### src/rtl/onehot_rr_arbiter.sv
// Round-robin arbiter producing a registered one-hot grant with a forced dead
// cycle between owners and a bounded hold time.
module onehot_rr_arbiter #(
    parameter int N        = 16,
    parameter int MAX_HOLD = 255
) (
    input  logic         clk,
    input  logic         rst_n,
    input  logic [N-1:0] req,
    input  logic         release_i,
    output logic [N-1:0] grant,
    output logic         grant_valid,
    output logic         busy,
    output logic         timeout
);

    localparam int HOLD_W = $clog2(MAX_HOLD + 1);
    localparam int PTR_W  = (N > 1) ? $clog2(N) : 1;
    localparam logic [PTR_W:0]    N_W      = (PTR_W + 1)'(N);
    localparam logic [PTR_W-1:0]  LAST     = PTR_W'(N - 1);
    localparam logic [HOLD_W-1:0] HOLD_END = HOLD_W'(MAX_HOLD - 1);
    localparam logic [HOLD_W-1:0] HOLD_SAT = {HOLD_W{1'b1}};

    typedef enum logic [1:0] {IDLE, GRANT, GAP} state_t;

    state_t            state_q, state_d;
    logic [PTR_W-1:0]  ptr_q, ptr_d;
    logic [PTR_W-1:0]  owner_q, owner_d;
    logic [HOLD_W-1:0] hold_q, hold_d;
    logic [N-1:0]      grant_q, grant_d;
    logic              timeout_q, timeout_d;

    logic              found;
    logic [PTR_W-1:0]  pick;
    logic [PTR_W:0]    sum;
    logic [PTR_W-1:0]  idx;
    logic              hold_expired;
    logic              owner_req;

    // Circular priority scan starting at the pointer.
    always_comb begin
        found = 1'b0;
        pick  = '0;
        sum   = '0;
        idx   = '0;
        for (int k = 0; k < N; k++) begin
            sum = {1'b0, ptr_q} + (PTR_W + 1)'(k);
            if (sum >= N_W) begin
                sum = sum - N_W;
            end
            idx = sum[PTR_W-1:0];
            if (!found && req[idx]) begin
                found = 1'b1;
                pick  = idx;
            end
        end
    end

    assign hold_expired = (hold_q == HOLD_END);
    assign owner_req    = req[owner_q];

    always_comb begin
        state_d   = state_q;
        ptr_d     = ptr_q;
        owner_d   = owner_q;
        hold_d    = hold_q;
        grant_d   = grant_q;
        timeout_d = 1'b0;
        case (state_q)
            IDLE: begin
                if (found) begin
                    state_d        = GRANT;
                    owner_d        = pick;
                    hold_d         = '0;
                    grant_d        = '0;
                    grant_d[pick]  = 1'b1;
                end
            end
            GRANT: begin
                if (hold_q != HOLD_SAT) begin
                    hold_d = hold_q + 1'b1;
                end
                if (release_i || !owner_req || hold_expired) begin
                    state_d   = GAP;
                    grant_d   = '0;
                    ptr_d     = (owner_q == LAST) ? '0 : owner_q + 1'b1;
                    // Timeout flags only a release forced by the hold counter.
                    timeout_d = hold_expired && !release_i && owner_req;
                end
            end
            GAP: begin
                state_d = IDLE;
            end
            default: begin
                state_d = IDLE;
                grant_d = '0;
            end
        endcase
    end

    always_ff @(posedge clk or negedge rst_n) begin
        if (!rst_n) begin
            state_q   <= IDLE;
            ptr_q     <= '0;
            owner_q   <= '0;
            hold_q    <= '0;
            grant_q   <= '0;
            timeout_q <= 1'b0;
        end else begin
            state_q   <= state_d;
            ptr_q     <= ptr_d;
            owner_q   <= owner_d;
            hold_q    <= hold_d;
            grant_q   <= grant_d;
            timeout_q <= timeout_d;
        end
    end

    assign grant       = grant_q;
    assign grant_valid = |grant_q;
    assign busy        = (state_q == GRANT);
    assign timeout     = timeout_q;

endmodule

### config.mk
export PLATFORM = sky130hd
export DESIGN_NAME = onehot_rr_arbiter
export DESIGN_NICKNAME = d
export VERILOG_FILES = /design/src/rtl/onehot_rr_arbiter.sv
export SDC_FILE = /design/constraint.sdc
export NUM_CORES = 1
export LEC_CHECK = 0
export BUFFER_PORTS_ARGS = -buffer_cell sky130_fd_sc_hd__buf_2
export CORE_ASPECT_RATIO = 1.25
export CORE_MARGIN = 8
export CORE_UTILIZATION = 60
export DETAILED_ROUTE_END_ITERATION = 10
export GPL_TIMING_DRIVEN = 0
export MAX_ROUTING_LAYER = met4
export PLACE_DENSITY = 0.88
export SYNTH_ARGS = -nofsm -noshare
export SYNTH_HDL_FRONTEND = slang
export SYNTH_SLANG_ARGS = --single-unit
### constraint.sdc
create_clock -name clk -period 6.4 [get_ports clk]
set_clock_uncertainty 0.1 [all_clocks]
set_input_delay 1.92 -clock clk [delete_from_list [all_inputs] [get_ports clk]]
set_output_delay 1.92 -clock clk [all_outputs]
set_load 0.01 [all_outputs]
==> impl_metrics.py <==
metrics = {
    "clocking": {
        "clkSlewWorstSetupHoldPaths_ns": 0.08,
        "cts_tree": "built",
        "cts_setup_buffers": 0,
        "ctsHtreeMaxLevel": 2,
        "cts-root-buf": "clkbuf_8",
        "holdBufCountCts": 0,
        "cts_buffers": 5,
        "clkSinkCount": 35,
        "clockBufferDepth": 2,
        "insertion_delay_ns": 0.29,
    },
    "timing": {
        "slew_violations": 0,
        "fin_crit_ns": 6.04,
        "slew_headroom_pct": 39.9,
        "worstMarginPinSlew_ns": 0.893,
        "hold_viol": 0,
        "min_period_over_period_pct": 94.4,
        "max_freq_mhz": 165,
        "finalSetupViolations": 0,
    },
    "layout": {
        "stdcell_count": 611,
        "antenna_cells": 0,
        "mostFrequentLayoutCells": "60 x nand2_1, 48 x buf_2, 35 x dfrtp_1, 34 x mux2i_1, 33 x mux4_2",
        "final_layout_size_suffix_gt1_share_pct": 24.3,
        "final_common_cell": "nand2_1",
        "syn_to_final_growth_pct": 9.56,
        "nets": 547,
    },
    "hold_path": {
        "hold_depth": 2,
        "hp-start": "grant[14]$_DFFE_PN0P_",
        "hold_path.class": "flip-flop to flip-flop",
        "hold_path_end": "grant[14]$_DFFE_PN0P_",
    },
    "floorplanning": {
        "initial_utilization_pct": 60.8,
        "pin_count": 38,
        "die-height_um": 112,
        "die-area_um2": 10300,
        "die_x_um": 92.6,
        "core_um2": 7230,
        "fp-row-count": 35,
    },
    "setup_path": {
        "worstPathRequired_ns": 6.53,
        "cp_max_fo": 19,
        "critPathCaptureType": "flip-flop",
        "reg2reg_from": "ptr_q[1]$_DFFE_PN0P_",
        "worstSetupStartpointType": "flip-flop",
        "rr_endpoint": "grant[7]$_DFFE_PN0P_",
        "reg2reg_slack_ns": 0.36,
        "r2r_cells": 18,
        "worstPathArrival_ns": 6.17,
        "crit_type": "flip-flop to flip-flop",
    },
    "synthesis": {
        "async_reset_ff_share_pct": 100,
        "synth_edf_count": 0,
        "synthCells": 476,
        "syn_area_um2": 4400,
        "yosys_warnings": 0,
        "yosysSeqAreaShare_pct": 19.9,
        "synth_top_cell_area_share_pct": 19.9,
        "synth_nets": 505,
        "yosysUniqueCellTypes": 72,
        "syn_avg_cell_area_um2": 9.23,
        "ys_top_cells_by_area": "dfrtp_1 20%, mux4_2 17%, mux2i_1 7.7%, nand2_1 5.1%, ha_1 2.8%",
        "yosysTopAreaCell": "dfrtp_1",
        "synth_ff_type": "dfrtp_1",
        "yosys_register_bits": 35,
    },
    "status": {
        "status": "finished, final reports clean",
    },
    "placed_design": {
        "place_congestion": 1.01,
        "portBuffers": 37,
        "place_inst": 605,
        "hpwl_mm": 10.6,
    },
    "grt": {
        "grt_max_degree": 36,
        "grt_pass1_vias": 4234,
        "grt_pass1_wl_mm": 22.1,
        "grt_use_total_pct": 27.4,
        "grt_remaining_overflow": 0,
        "antenna_found_initial": 0,
    },
    "detailed_routing": {
        "final_antenna_net_count": 0,
        "routed_wl_mm": 14.0,
        "drc": 0,
        "drt_pre_antenna_iters": 5,
        "via_count": 4431,
        "drtIter0Drc": 500,
        "routedWlPerCell_um": 23.0,
        "via_per_inst": 7.25,
    },
    "job": {
        "cap_violations": 0,
    },
}
-- metrics by stage --
step / utilization, % / hold WS (ns) / setup slack (ns) / setup TNS [ns] / area, um^2
5_1_grt: 66.6 / 0.441 / -0.0122 / -0.0122 / 4820
3_3_place_gp: 65.0 / 0.396 / -0.147 / -1.43 / 4700
4_1_cts: 66.5 / 0.419 / 0.131 / 0 / 4810
3_5_place_dp: 65.0 / 0.402 / -0.272 / -3.14 / 4700
6_report: 66.6 / 0.425 / 0.356 / 0 / 4820
2_1_floorplan: - / 0.397 / 1.34 / 0 / 4400
-- critical path, stage by stage, from the launching register on --
cell and delay [ns]:
dfrtp_1 0.41, buf_2 0.25, clkbuf_4 0.37, inv_1 0.25, ha_1 0.42, buf_2 0.23, buf_2 0.28, buf_2 0.32
mux4_2 0.36, mux2i_1 0.32, mux2i_1 0.35, nor3_1 0.36, nor4b_4 0.42, and2_1 0.18, buf_2 0.18, nor3b_1 0.27
o32ai_2 0.17, nor3_1 0.46, a32o_1 0.26
-- routing by layer --
metal	vias to the layer above	wire, um	track usage [%]
met5	-	0	-
met4	0	506	10.5
met3	55	1260	5.45
met2	260	6940	43.7
met1	2175	5330	33.4
li1	1941	-	-
-- cell usage after synthesis (12+ instances only) --
library cell / number
mux2i_1: 34
mux4_2: 33
clkbuf_1: 14
a21oi_1: 24
nor2_1: 26
nand3_1: 13
nand2_1: 60
o21ai_0: 16
nor2b_1: 15
buf_2: 12
dfrtp_1: 35
-- flip-flops by register name, summed over array words and instances, names as in the netlist --
| register | cells |
|---|---|
| grant | 16 |
| ptr_q | 4 |
| state_q | 2 |
| timeout | 1 |
| owner_q | 4 |
| hold_q | 8 |
-- cells by family after synthesis --
group	count (synthesis)	synth area share, %
buf+inv	40	4.01
fa+ha+maj	10	2.85
compound gates	126	21.6
simple gates	164	18.8
flops	35	19.9
mux	82	28.6
xor+xnor	19	4.30
-- worst max-delay path by stage --
stage | from | endpoint | cells past startpoint
3_3_place_gp | ptr_q[1]$_DFFE_PN0P_ | grant[0]$_DFFE_PN0P_ | 20
4_1_cts | ptr_q[1]$_DFFE_PN0P_ | grant[8]$_DFFE_PN0P_ | 19
5_1_grt | ptr_q[1]$_DFFE_PN0P_ | grant[7]$_DFFE_PN0P_ | 18
2_1_floorplan | req[10] | grant[1]$_DFFE_PN0P_ | 10
6_report | ptr_q[1]$_DFFE_PN0P_ | grant[7]$_DFFE_PN0P_ | 18
3_5_place_dp | ptr_q[1]$_DFFE_PN0P_ | grant[8]$_DFFE_PN0P_ | 20
-- cell type report --
class | count | area, um^2
clock inverters | 3 | 43.8
multi-input cells | 401 | 3350
inverters | 10 | 37.5
flip-flops and latches | 35 | 876
clock buffers | 5 | 68.8
well taps | 92 | 115
fillers | 585 | 2410
repair buffers | 37 | 185
plain buffers | 28 | 135
-- what timing repair did --
action,4_1_cts,5_1_grt
gates resized for setup,1,3
endpoints found under the setup margin,16,16
pin swaps,0,0
Power is left out: the tool's default activity adds up to more than one toggle a clock period on the data nets, which glitch-free logic cannot reach.
